<file path="config.mk">
export PLATFORM = sky130hd
export DESIGN_NAME = logic_op_arbiter
export DESIGN_NICKNAME = d
export VERILOG_FILES = /design/src/rtl/logic_op_arbiter_pkg.sv /design/src/rtl/logic_op_arbiter_rr_arb2.sv /design/src/rtl/logic_op_arbiter.sv
export SDC_FILE = /design/constraint.sdc
export NUM_CORES = 1
export LEC_CHECK = 0
export CAP_MARGIN = 20
export CORE_MARGIN = 1.5
export CORE_UTILIZATION = 44
export CTS_BUF_LIST = sky130_fd_sc_hd__clkbuf_2 sky130_fd_sc_hd__clkbuf_4 sky130_fd_sc_hd__clkbuf_8
export DETAILED_ROUTE_END_ITERATION = 7
export PLACE_DENSITY_LB_ADDON = 0.05
export SYNTH_ARGS = -nofsm -noshare
export SYNTH_HDL_FRONTEND = slang
export SYNTH_HIERARCHICAL = 1
export SYNTH_SLANG_ARGS = --single-unit
</file>
<file path="constraint.sdc">
create_clock -name clk -period 3.3 [get_ports clk]
set_clock_uncertainty 0.2 [all_clocks]
set_input_delay 0.33 -clock clk [delete_from_list [all_inputs] [get_ports clk]]
set_output_delay 0.33 -clock clk [all_outputs]
set_load 0.01 [all_outputs]
</file>
<file path="src/rtl/logic_op_arbiter_pkg.sv">
// logic_op_arbiter_pkg: op encodings, operand width, state encoding and the shared logic unit.
// Revision 1.0
`default_nettype none

package logic_op_arbiter_pkg;

  localparam int DATA_W = 16;

  localparam logic [2:0] OP_AND = 3'b000;
  localparam logic [2:0] OP_OR  = 3'b001;
  localparam logic [2:0] OP_XOR = 3'b010;
  localparam logic [2:0] OP_NOT = 3'b100;

  typedef enum logic [0:0] {
    IDLE = 1'b0,
    HOLD = 1'b1
  } state_t;

  typedef struct packed {
    logic              err;
    logic [DATA_W-1:0] data;
  } result_t;

  // Illegal selects yield zero with the error flag set.
  function automatic result_t logic_unit(input logic [DATA_W-1:0] a,
                                         input logic [DATA_W-1:0] b,
                                         input logic [2:0]        sel);
    result_t r;
    r.err  = 1'b0;
    r.data = '0;
    case (sel)
      OP_AND:  r.data = a & b;
      OP_OR:   r.data = a | b;
      OP_XOR:  r.data = a ^ b;
      OP_NOT:  r.data = ~a;
      default: r.err  = 1'b1;
    endcase
    return r;
  endfunction

endpackage

`default_nettype wire

</file>
<file path="src/rtl/logic_op_arbiter_rr_arb2.sv">
// rr_arb2: two-input round-robin grant; prio decides only when both requesters are valid.
// Revision 1.0
`default_nettype none

module rr_arb2 (
  input  logic valid0,
  input  logic valid1,
  input  logic prio,
  output logic grant
);

  assign grant = (valid0 && valid1) ? prio : valid1;

endmodule

`default_nettype wire

</file>
<file path="src/rtl/logic_op_arbiter.sv">
// logic_op_arbiter: two requesters share one logic unit, registered response channel.
// Optional grant counters under LOGIC_OP_ARBITER_STATS_EN. Revision 1.0
`default_nettype none

module logic_op_arbiter
  import logic_op_arbiter_pkg::*;
#(
  parameter int CNT_W     = 16,
  parameter bit INIT_PRIO = 1'b0
) (
  input  logic              clk,
  input  logic              rst_n,
  input  logic              req0_valid,
  output logic              req0_ready,
  input  logic [DATA_W-1:0] req0_a,
  input  logic [DATA_W-1:0] req0_b,
  input  logic [2:0]        req0_sel,
  input  logic              req1_valid,
  output logic              req1_ready,
  input  logic [DATA_W-1:0] req1_a,
  input  logic [DATA_W-1:0] req1_b,
  input  logic [2:0]        req1_sel,
  output logic              rsp_valid,
  input  logic              rsp_ready,
  output logic [DATA_W-1:0] rsp_data,
  output logic              rsp_id,
  output logic              rsp_err
`ifdef LOGIC_OP_ARBITER_STATS_EN
  ,
  output logic [CNT_W-1:0]  grant_cnt0,
  output logic [CNT_W-1:0]  grant_cnt1
`endif
);

  state_t            state;
  logic              prio;
  logic              grant;
  logic              can_accept;
  logic              acc0;
  logic              acc1;
  logic              accept;
  logic [DATA_W-1:0] mux_a;
  logic [DATA_W-1:0] mux_b;
  logic [2:0]        mux_sel;
  result_t           result;

  rr_arb2 u_arb (
    .valid0 (req0_valid),
    .valid1 (req1_valid),
    .prio   (prio),
    .grant  (grant)
  );

  assign can_accept = (state == IDLE) || rsp_ready;
  assign req0_ready = can_accept && !grant;
  assign req1_ready = can_accept && grant;
  assign acc0       = req0_valid && req0_ready;
  assign acc1       = req1_valid && req1_ready;
  assign accept     = acc0 || acc1;

  assign mux_a   = grant ? req1_a   : req0_a;
  assign mux_b   = grant ? req1_b   : req0_b;
  assign mux_sel = grant ? req1_sel : req0_sel;
  assign result  = logic_unit(mux_a, mux_b, mux_sel);

  always_ff @(posedge clk or negedge rst_n) begin
    if (!rst_n) begin
      state     <= IDLE;
      rsp_valid <= 1'b0;
      rsp_data  <= '0;
      rsp_id    <= 1'b0;
      rsp_err   <= 1'b0;
      prio      <= INIT_PRIO;
    end else if (accept) begin
      state     <= HOLD;
      rsp_valid <= 1'b1;
      rsp_data  <= result.data;
      rsp_id    <= grant;
      rsp_err   <= result.err;
      prio      <= ~grant;
    end else if (rsp_ready) begin
      // Drained with nothing new: payload registers keep their last value.
      state     <= IDLE;
      rsp_valid <= 1'b0;
    end
  end

`ifdef LOGIC_OP_ARBITER_STATS_EN
  always_ff @(posedge clk or negedge rst_n) begin
    if (!rst_n) begin
      grant_cnt0 <= '0;
      grant_cnt1 <= '0;
    end else begin
      if (acc0 && (grant_cnt0 != {CNT_W{1'b1}})) grant_cnt0 <= grant_cnt0 + 1'b1;
      if (acc1 && (grant_cnt1 != {CNT_W{1'b1}})) grant_cnt1 <= grant_cnt1 + 1'b1;
    end
  end
`else
  // CNT_W only sizes the grant counters, which are absent in this build.
  if (CNT_W < 1) begin : g_no_stats
  end
`endif

endmodule

`default_nettype wire

</file>
==> results.sh, run 1 <==
export IMPL_area_growth_pct=48.7
export IMPL_clkTransAtPathRegs_ns=0.07
export IMPL_whs_path_depth=2
export IMPL_num_vias=2083
export IMPL_drc=0
export IMPL_nNetsFinal=444
export IMPL_synth_nets=351
export IMPL_max_slew_worst_pin_slew_ns=0.904
export IMPL_multi_input_area_sq_mm=0.00142
export IMPL_layout_drive_gt1_share_pct=5.36
export IMPL_reg2reg_to="rsp_data[13]"
export IMPL_grt_max_degree=28
export IMPL_start_kind="primary input"
export IMPL_grt_pass1_wl_mm=8.58
export IMPL_postCtsSetupBuffers=0
export IMPL_setup_violations=0
export IMPL_grtUsageTotal_pct=19.9
export IMPL_gp_congestion=0.760
export IMPL_post_drt_wl_per_cell_um=13.2
export IMPL_antenna_found_initial=0
export IMPL_max_freq_mhz=371
export IMPL_r2r_start="prio"
export IMPL_port_buffers=95
export IMPL_report_final_slew_viol_count=0
export IMPL_critPathLaunch="req1_valid"
export IMPL_ctsResizeCount=0
export IMPL_r2r_cells=9
export IMPL_drv_cap=0
export IMPL_leakagePower_uw=0.00155
export IMPL_grt_pass1_vias=1907
export IMPL_via_per_inst=5.17
export IMPL_vdd_drop_max_v=0.000161
export IMPL_cts_buffer_depth=2
export IMPL_root_buffer="clkbuf_8"
export IMPL_syn_inst=244
export IMPL_min_from="rsp_data[9]"
export IMPL_outcome="complete, no violations"
export IMPL_clk_latency_ns=0.26
export IMPL_setup_tns_ns=0
export IMPL_end_kind="register"
export IMPL_setup_ws_ns=0.601
export IMPL_cp_arrival_ns=2.64
export IMPL_period_share_pct=81.8
export IMPL_die_h_um=73.5
export IMPL_num_io_pins=96
export IMPL_first_iter_violations=126
export IMPL_row_count=25
export IMPL_hold_viol=0
export IMPL_cts_sink_count=20
export IMPL_postCtsHoldBufs=0
export IMPL_rsz0062_at_grt="no"
export IMPL_drt_wl_total_mm=5.33
export IMPL_initial_core_util_pct=46.1
export IMPL_fill_cells=405
export IMPL_min_to="rsp_data[9]"
export IMPL_diodes=0
export IMPL_cts_buffers=3
export IMPL_drtAntennaViolNets=0
export IMPL_critical_path_class="in2reg"
export IMPL_synth_seq_area_share_pct=22.9
export IMPL_hp_class="reg2reg"
export IMPL_rrSetupSlack_ns=0.78
export IMPL_place_ws_ns=0.298
export IMPL_synth_seq_cells=20
export IMPL_max_slew_margin_pct=39.5
export IMPL_die_area_sq_mm=0.00541
export IMPL_whs_ns=0.288
export IMPL_cellPowerDensity_mw_per_mm2=312
export IMPL_yosys_warnings=6
export IMPL_regArea_sq_um=500
export IMPL_cts_htree_levels=1
export IMPL_grt_overflow=0
export IMPL_syn_area_sq_mm=0.00219
export IMPL_firstDrtPassIters=5
export IMPL_synth_area_per_cell_sq_um=8.97
export IMPL_coreArea_sq_mm=0.00475
export IMPL_path_max_fanout=15
export IMPL_required_ns=3.24
export IMPL_cts_tree="yes"
export IMPL_yosys_cell_types_count=28
export IMPL_min_period_ns=2.70
export IMPL_hpwl_mm=4.19
export IMPL_die_width_um=73.5
layout by cell type, fill, tap and decap left out:
cell / n
a22o_1: 16
clkbuf_8: 4
mux2i_1: 33
o21ai_2: 1
nand2_1: 22
o21ai_0: 6
buf_4: 5
nor2_1: 3
a21boi_4: 1
buf_12: 1
a222oi_1: 16
nor2b_1: 1
o32ai_4: 1
and2_1: 1
o21ai_1: 12
a31oi_1: 1
maj3_2: 1
mux2i_4: 1
nand3b_1: 2
o31ai_2: 1
clkdlybuf4s50_1: 95
mux2_2: 1
inv_1: 50
a32o_1: 1
ha_1: 32
dfrtp_1: 20
nand2b_1: 3
nand3_2: 1
a21oi_1: 4
cell usage after synthesis (all sizes together):
library cell,n,area share [%]
a21boi,1,0.34
a21oi,4,0.91
a222oi,16,7.3
a22o,16,6.4
a31oi,1,0.29
a32o,1,0.46
and2,1,0.29
buf,10,3.7
clkbuf,3,0.51
dfrtp,20,23
ha,32,18
inv,50,8.6
maj3,1,0.51
mux2,1,0.51
mux2i,34,16
nand2,22,3.8
nand2b,3,0.86
nand3,1,0.46
nand3b,2,0.69
nor2,3,0.51
nor2b,1,0.29
o21ai,19,4.5
o31ai,1,0.57
o32ai,1,1.3
critical path: stages:
cell	delay, ns
clkdlybuf4s50_1	0.52
a21boi_4	0.25
buf_4	0.28
nor2_1	0.08
a32o_1	0.36
buf_4	0.23
a22o_1	0.22
a222oi_1	0.27
o21ai_1	0.09
through the flow:
stage	util (%)	instance area [sq um]	cells	total power, uW
floorplan	-	2190	244	588
global placement	67.2	3190	398	816
detailed placement	67.2	3190	398	829
CTS	68.3	3250	402	1020
global route	68.5	3260	403	1080
finish	68.5	3260	403	1020
metal layers:
layer  global-route usage, %  vias up  wire length, um
met5                       0        -                0
met4                    4.32        0               39
met3                   0.686        5              275
met2                    35.5       77             2620
met1                    26.8      955             2390
li1                        -     1046                -
flip-flops by register name, summed over array words and instances (netlist names):
name,count
rsp_data,16
prio,1
rsp_err,1
state,1
rsp_id,1
how the worst max path moves through the flow:
stage,to,slack (ns),depth (start not counted)
finish,rsp_data[13],0.60,9
global route,rsp_data[8],0.42,9
CTS,rsp_data[13],0.58,9
detailed placement,rsp_data[13],0.30,9
global placement,rsp_data[13],0.36,9
floorplan,rsp_data[5],0.63,12
final cells by class:
type,instances,share of cell area (%)
Multi-Input combinational cell,161,43.6
Timing Repair Buffer,101,31.0
Tap cell,67,2.57
Clock buffer,4,1.69
Sequential cell,20,15.4
Inverter,50,5.76
kinds of logic after synthesis:
kind of cell / Yosys count / share of synthesized area (%)
mux: 35 / 16.6
simple gates: 33 / 6.86
buf+inv: 63 / 12.8
flops: 20 / 22.9
fa+ha+maj: 33 / 18.8
compound gates: 60 / 22.1
power breakdown:
group          total [uW]  internal [uW]  switching, uW
clock network         193            106           86.1
registers             307            284           22.6
logic                 516            279            237
total                1020            670            346
Note: power is estimated with default switching activity, not from simulation.
==> run 2, diff against run 1 <==
==> constraint.sdc (replaced) <==
create_clock -name clk -period 2.7 [get_ports clk]
set_clock_uncertainty 0.2 [all_clocks]
set_input_delay 0.27 -clock clk [delete_from_list [all_inputs] [get_ports clk]]
set_output_delay 0.27 -clock clk [all_outputs]
set_load 0.01 [all_outputs]
==> run 2 against run 1 <==
Worst setup slack got worse by 0.42 ns. Via count rose by 2.3%. Total power rose by 26%. Sequential share of layout area fell by 0.56 points. Die area did not move. Count of clock-buffer cells in the layout did not move. Critical path depth did not move. Cell count rose by 3.2%. Utilization rose by 2.6 points. Wire length rose by 2.7%. Non-clock buffer count rose by 13. Global-route usage rose by 1.0 points. Critical path type unchanged. Largest cell class unchanged. Largest power group unchanged.
==> results.sh, run 2 (synthesis gave the netlist of run 1 again) <==
export IMPL_postCtsHoldBufs=0
export IMPL_gp_congestion=0.810
export IMPL_critical_path_class="in2reg"
export IMPL_critPathLaunch="req1_valid"
export IMPL_port_buffers=95
export IMPL_drtAntennaViolNets=0
export IMPL_hold_viol=0
export IMPL_end_kind="register"
export IMPL_max_slew_margin_pct=37.4
export IMPL_nNetsFinal=457
export IMPL_final_util_pct=71.1
export IMPL_diodes=0
export IMPL_path_max_fanout=17
export IMPL_cellPowerDensity_mw_per_mm2=378
export IMPL_layout_drive_gt1_share_pct=8.88
export IMPL_min_period_ns=2.52
export IMPL_clk_latency_ns=0.26
export IMPL_hpwl_mm=4.37
export IMPL_min_from="rsp_data[13]"
export IMPL_clkTransAtPathRegs_ns=0.08
export IMPL_rrSetupSlack_ns=0.29
export IMPL_layout_common_cells="95 x clkdlybuf4s50_1, 50 x inv_1, 33 x mux2i_1"
export IMPL_leakagePower_uw=0.00162
export IMPL_start_kind="primary input"
export IMPL_required_ns=2.64
export IMPL_drv_cap=0
export IMPL_crit_family="compound AO/OA/AOI/OAI gates"
export IMPL_total_power_uw=1280
export IMPL_setup_tns_ns=0
export IMPL_die_h_um=73.5
export IMPL_setup_ws_ns=0.182
export IMPL_max_slew_worst_pin_slew_ns=0.936
export IMPL_die_width_um=73.5
export IMPL_die_area_sq_mm=0.00541
export IMPL_report_final_slew_viol_count=0
export IMPL_grt_use_met1_pct=27.8
export IMPL_setup_violations=0
export IMPL_first_iter_violations=170
export IMPL_cts_buffer_depth=2
export IMPL_rsz0062_at_grt="no"
export IMPL_final_common_cell="clkdlybuf4s50_1"
export IMPL_grt_pass1_wl_mm=8.93
export IMPL_outcome="complete, no violations"
export IMPL_drc=0
export IMPL_area_growth_pct=54.3
export IMPL_r2r_start="prio"
export IMPL_cts_buffers=3
export IMPL_cp_arrival_ns=2.46
export IMPL_row_count=25
export IMPL_largest_register="rsp_data"
export IMPL_grtUsageTotal_pct=21.0
export IMPL_critPathBufInv=3
export IMPL_grt_overflow=0
export IMPL_use_met2_pct=37.2
export IMPL_cts_tree="yes"
export IMPL_max_freq_mhz=397
export IMPL_via_per_inst=5.12
export IMPL_grt_max_degree=24
export IMPL_postCtsSetupBuffers=0
export IMPL_cp_slowest_cell="clkdlybuf4s50_1"
export IMPL_largest_register_ff_count=16
export IMPL_cpPeakStageDelay_ns=0.52
export IMPL_cts_sink_count=20
export IMPL_cts_htree_levels=1
export IMPL_hp_class="reg2reg"
export IMPL_vdd_drop_max_v=0.000220
export IMPL_root_buffer="clkbuf_8"
export IMPL_place_inst=411
export IMPL_crit_chain="clkdlybuf4s50_1 -> a21boi_4 -> buf_12 -> mux2i_1 -> inv_1 -> ha_1 -> a22o_1 -> a222oi_1 -> o21ai_1"
export IMPL_place_ws_ns=-0.254
export IMPL_final_cells=416
export IMPL_drt_wl_total_mm=5.47
export IMPL_num_vias=2130
export IMPL_coreArea_sq_mm=0.00475
export IMPL_antenna_found_initial=0
export IMPL_firstDrtPassIters=5
export IMPL_num_io_pins=96
export IMPL_post_drt_wl_per_cell_um=13.2
export IMPL_ctsResizeCount=0
export IMPL_grt_pass1_vias=1964
export IMPL_initial_core_util_pct=46.1
export IMPL_busiest_layer="met2"
export IMPL_use_met3_pct=0.960
export IMPL_period_share_pct=93.3
## run 2: cell types whose count changed in the layout (fill, tap and decap cells not counted)
| cell | before | now |
|---|---|---|
| buf_4 | 5 | 16 |
| buf_12 | 1 | 3 |
## run 2: worst paths after layout
check,cells past startpoint,end
min,2,rsp_data[13]
max reg2reg,8,rsp_data[10]
min reg2reg,2,rsp_data[13]
min in group asynchronous,1,rsp_err
max,9,rsp_data[5]
max in group asynchronous,1,rsp_data[10]
## run 2: power breakdown
group | total, uW | leakage, uW | internal (uW) | switching, uW
Clock | 235 | 0.0000288 | 130 | 105
Sequential | 377 | 0.000263 | 348 | 29.1
Combinational | 664 | 0.00133 | 368 | 296
Total | 1280 | 0.00162 | 846 | 429
## run 2: layout make-up
type	instances	area, sq um
fill	401	1380
sequential	20	500
inverter	50	188
multi-input combinational	161	1420
timing repair buffer	114	1130
tap	67	83.8
clock buffer	4	55.1
## run 2: stage by stage
stage                     instance area [sq um]  hold slack, ns
after floorplan                            2190          -0.226
after global placement                     3320           0.268
after detailed placement                   3320           0.275
after CTS                                  3370           0.292
after global routing                       3380           0.316
final                                      3380           0.289
## run 2: worst register-to-register path: cells and delay by family (launching register included)
family,cells,cell delay (ns)
AOI/OAI and AO/OA,5,1.29
buffers and inverters,3,0.44
DFF,1,0.40
## run 2: layer usage
layer,up-vias,part of all wire (%)
li1,1071,-
met1,970,43
met2,84,51
met3,5,4.8
met4,0,0.88
met5,-,0
==> run 3, diff against run 2 <==
--- a/config.mk
+++ b/config.mk
@@ -9,6 +9,7 @@
 export CORE_MARGIN = 1.5
 export CORE_UTILIZATION = 44
 export CTS_BUF_LIST = sky130_fd_sc_hd__clkbuf_2 sky130_fd_sc_hd__clkbuf_4 sky130_fd_sc_hd__clkbuf_8
+export CTS_CLUSTER_DIAMETER = 120
 export DETAILED_ROUTE_END_ITERATION = 7
 export PLACE_DENSITY_LB_ADDON = 0.05
 export SYNTH_ARGS = -nofsm -noshare
==> results of run 3 <==
Final layout, timing and power as in run 2 (identical DEF).
==> patch 1: new RTL, config.mk and constraints of run 3 <==
The parameter `INIT_PRIO` goes from 1'b0 to 1'b1.
--- a/src/rtl/logic_op_arbiter.sv
+++ b/src/rtl/logic_op_arbiter.sv
@@ -6,7 +6,7 @@
   import logic_op_arbiter_pkg::*;
 #(
   parameter int CNT_W     = 16,
-  parameter bit INIT_PRIO = 1'b0
+  parameter bit INIT_PRIO = 1'b1
 ) (
   input  logic              clk,
   input  logic              rst_n,
Function: changed (a bounded check fails within 4 cycles, from zero or initial values and one cycle with rst_n low).
==> patch 1 against run 3 <==
Cell area is 0.81% higher; area after synthesis hardly changed; register-to-register slack worse by 0.13 ns; power is 5.3% higher; final cell count is 0.72% higher; via count is 3.4% higher; sequential cell count stayed put; worst setup slack worse by 0.025 ns; first-iteration DRC count is 12% lower; wire length is 0.13% higher; non-clock buffer count is 3 higher; critical path type is now reg2reg; critical endpoint is now rsp_data[7]; largest cell class unchanged.
==> patch 1: results (changes against run 3) <==
* DR vias/cell at 5.26 (+2.7%)
* Slowest Stage Delay on Critical Path at 0.54 ns (+0.02 ns)
* Hpwl dp at 4290 um (-2.0%)
* Most instantiated cells after synthesis: inv_1, mux2i_1, ha_1
* Flop pwr share at 28.4% (-1.1 points)
* Seq/Total Area, Yosys at 22.9% (+0.044 points)
* Share of cells above drive strength 1 at 9.94% (+1.1 points)
* Critical path's slowest cell: dfstp_2
* Pwr Total at 1340 uW (+5.3%)
* Filler instances at 402 (+0.25%)
* Pre-antenna DRT Iters at 6 (+1)
* Detailed router's first-iteration violation count at 149 (-12%)
* PortBufs at 95 (unchanged)
* Combinational power at 662 uW (about the same)
* Post-Synth Adder-Cell Area at 18.8% (about the same)
* Post-synthesis average cell area at 8.98 um2 (about the same)
* Global-route wire length before repair at 8890 um (-0.46%)
* Final GP Congestion at 0.845 (+4.4%)
* Routed WL at 5480 um (+0.13%)
* Distinct cells, synth at 29 (+3.6%)
* Static Leak at 0.00164 uW (+1.2%)
* Worst min path class: in2async
* Compound-Gate Fraction of Synth Area at 22.0% (about the same)
* Synth area leaders: dfrtp_1, ha_1, mux2i_1
* Slew @ Worst Pin at 0.759 ns (-0.176 ns)
* Vias at 2203 (+3.4%)
* Outcome: finished, final reports clean
* Switch share at 31.7% (-1.9 points)
* Layout Nets at 460 (+0.66%)
* Crit-path max FO at 19 (+2)
* Max rail drop VDD at 0.000298 V (+35%)
* CP arrival at 2.48 ns (+0.02 ns)
==> patch 1: cell count changes in the layout (fill, tap and decap cells not counted) <==
cell              run 3  this run
buf_4                16        20
dfstp_2               0         1
dfrtp_1              20        19
buf_12                3         2
bufinv_16             0         1
clkbuf_8              4         3
==> patch 1: path summary, 6_finish.rpt <==
path	slack [ns]	end	from	cells past startpoint
worst min register to register	0.29	rsp_data[8]	rsp_data[8]	2
max in group asynchronous	1.88	prio	rst_n	2
worst max register to register	0.16	rsp_data[7]	prio	9
worst min-delay path	0.15	rsp_id	rst_n	2
worst max-delay path	0.16	rsp_data[7]	prio	9
min in group clk	0.29	rsp_data[8]	rsp_data[8]	2
==> patch 1: routing by layer <==
| metal | routed length [um] | vias to the layer above | track usage [%] |
|---|---|---|---|
| met2 | 2800 | 88 | 36.5 |
| met5 | 0 | - | 0 |
| met3 | 371 | 2 | 2.74 |
| li1 | - | 1077 | - |
| met1 | 2300 | 1036 | 26.8 |
| met4 | 15 | 0 | 4.53 |
==> patch 1: stage by stage <==
stage / util (%) / worst slack, ns / area (um2)
after floorplan: - / 0.00210 / 2200
final: 71.6 / 0.157 / 3410
after CTS: 71.6 / 0.174 / 3410
after global placement: 70.1 / -0.0415 / 3330
after global routing: 71.6 / 0.00555 / 3410
after detailed placement: 70.1 / -0.0633 / 3330
==> patch 1: area by class of cell <==
class / count / share of cell area, %
Clock buffer: 3 / 1.21
Clock inverter: 1 / 0.882
Inverter: 50 / 5.51
Multi-Input combinational cell: 161 / 41.7
Sequential cell: 20 / 14.7
Tap cell: 67 / 2.46
Timing Repair Buffer: 117 / 33.5
==> patch 2: new RTL, flow settings as in run 3 <==
Without the edit above. Put one more register stage on the output `rsp_err`, without a reset. The value now appears one clock later. The other outputs are not delayed to match.
--- a/src/rtl/logic_op_arbiter.sv
+++ b/src/rtl/logic_op_arbiter.sv
@@ -31,6 +31,8 @@
   output logic [CNT_W-1:0]  grant_cnt1
 `endif
 );
+
+  logic rsp_err_s0;
 
   state_t            state;
   logic              prio;
@@ -69,14 +71,14 @@
       rsp_valid <= 1'b0;
       rsp_data  <= '0;
       rsp_id    <= 1'b0;
-      rsp_err   <= 1'b0;
+      rsp_err_s0 <= 1'b0;
       prio      <= INIT_PRIO;
     end else if (accept) begin
       state     <= HOLD;
       rsp_valid <= 1'b1;
       rsp_data  <= result.data;
       rsp_id    <= grant;
-      rsp_err   <= result.err;
+      rsp_err_s0 <= result.err;
       prio      <= ~grant;
     end else if (rsp_ready) begin
       // Drained with nothing new: payload registers keep their last value.
@@ -101,6 +103,10 @@
   end
 `endif
 
+  always_ff @(posedge clk) begin
+    rsp_err <= rsp_err_s0;
+  end
+
 endmodule
 
 `default_nettype wire
Function: changed (a bounded check fails within 4 cycles, from zero or initial values and one cycle with rst_n low).
==> patch 2 against run 3 <==
Register-to-register slack worse by 0.06 ns; combinational power up 2%; area after synthesis up 0.91%; wire length up 4.9%; critical path depth down 3; power up 0.30%; die area up 0.87%; cell area up 1.0%; utilization up 0.24 points; worst setup slack worse by 0.062 ns; clock power down 13%; sequential cell count up 1; critical path type is now in2out; highest routed layer unchanged.
==> patch 2: results (changes against run 3) <==
* Max FFs per register at 16 (unchanged)
* Largest net degree at the start of global routing at 21 (-13%)
* Vias at 2165 (+1.6%)
* PostCTS Resize Cnt at 0 (unchanged)
* Critical path's slowest cell: clkdlybuf4s50_1
* Primary FF master, synth: dfrtp_1
* Min-delay src: rsp_err_s0
* Crit-path leading delay family: buffers and inverters
* Inserted Diodes at 0 (unchanged)
* Clock buffer depth at 2 (unchanged)
* Share of cells above drive strength 1 at 9.94% (+1.1 points)
* Final GP Congestion at 0.788 (-2.7%)
* Start point of the critical path: req1_valid
* Worst min path class: reg2reg
* Slew margin rel. at 39.1% (+1.7 points)
* Synth area leaders: dfrtp_1, ha_1, mux2i_1
* PortBufs at 95 (unchanged)
* Share of flip-flops with an asynchronous set or reset at 95.2% (-4.8 points)
* Most instantiated cells after synthesis: inv_1, mux2i_1, ha_1
* Detailed router's first-iteration violation count at 166 (-2.4%)
* Clock latency on the worst-skew pair at 0.26 ns (about the same)
* Reg-to-reg startpoint: prio
* Overall Global Routing Usage at 22.0% (+1.0 points)
* Layout Nets at 460 (+0.66%)
* Number of buffers created by CTS at 3 (unchanged)
* Routed WL at 5740 um (+4.9%)
* Hpwl dp at 4700 um (+7.5%)
* Crit-path max FO at 11 (-6)
* Global-route wire length before repair at 9430 um (+5.6%)
* Max rail drop VDD at 0.000227 V (+3.0%)
* Pre-antenna DRT Iters at 5 (unchanged)
* Final setup fails at 0 (unchanged)
* CP arrival at 2.11 ns (-0.35 ns)
* Root buf cell: clkbuf_8
* Setup bufs post-CTS at 0 (unchanged)
* Static Leak at 0.00163 uW (+0.92%)
* Filler instances at 404 (+0.75%)
* Outcome: finished, final reports clean
* H-tree Lvls at 1 (unchanged)
* Vias in the first global route at 2109 (+7.4%)
* Mapped Nets at 352 (+0.28%)
* Syn. warnings at 6 (unchanged)
* Largest Register: rsp_data
* Initial antenna violation count at 0 (unchanged)
* CTS clk-pin slew, worst paths at 0.08 ns (about the same)
* Slowest Stage Delay on Critical Path at 0.52 ns (about the same)
* Distinct cells, synth at 29 (+3.6%)
* Seq/Total Area, Yosys at 23.6% (+0.70 points)
-- patch 2: cell count changes in the layout (fill, tap and decap cells not counted) --
cell,change
clkbuf_8,-1
mux2i_1,-2
buf_4,+2
dfxtp_1,+1
clkinv_2,+1
mux2i_2,+2
-- patch 2: final cells by class --
type / count / area share, %
Tap cell: 67 / 2.46
Timing Repair Buffer: 116 / 33.6
Multi-Input combinational cell: 161 / 41.8
Clock inverter: 1 / 0.147
Clock buffer: 3 / 1.21
Sequential cell: 21 / 15.3
Inverter: 50 / 5.50
-- patch 2: final timing paths --
path	end	slack (ns)	cells after the start
hold reg to reg	rsp_err	0.19	0
setup reg to reg	rsp_data[2]	0.23	9
setup / recovery	req1_ready	0.12	6
hold / removal	rsp_err	0.19	0
min in group asynchronous	rsp_err_s0	0.31	1
max in group asynchronous	rsp_data[15]	1.42	1
-- patch 2: cells by family after synthesis --
family	count (synthesis)	share of synthesized area [%]
buffers and inverters	63	12.7
AOI/OAI and AO/OA	60	21.9
muxes	35	16.5
adders and majority gates	33	18.6
and+or+nand+nor	33	6.80
DFF	21	23.6
-- patch 2: through the flow --
step	setup TNS [ns]	cells	area, um2	worst slack (ns)
global placement	-0.497	414	3350	-0.0601
global route	0	419	3410	0.00949
detailed placement	-2.60	414	3350	-0.213
finish	0	419	3410	0.120
floorplan	0	245	2210	0.0273
CTS	0	418	3400	0.0756
-- patch 2: per-layer routing --
layer	track usage [%]	part of all wire, %	up-vias
met4	4.73	0.63	0
li1	-	-	1073
met5	0	0	-
met3	1.92	4.4	4
met1	29.0	45	1015
met2	38.9	50	73
-- patch 2: report_power, final --
part           total [uW]  switching (uW)  internal, uW
Sequential            399            32.8           367
Clock                 205             102           103
Combinational         675             300           375
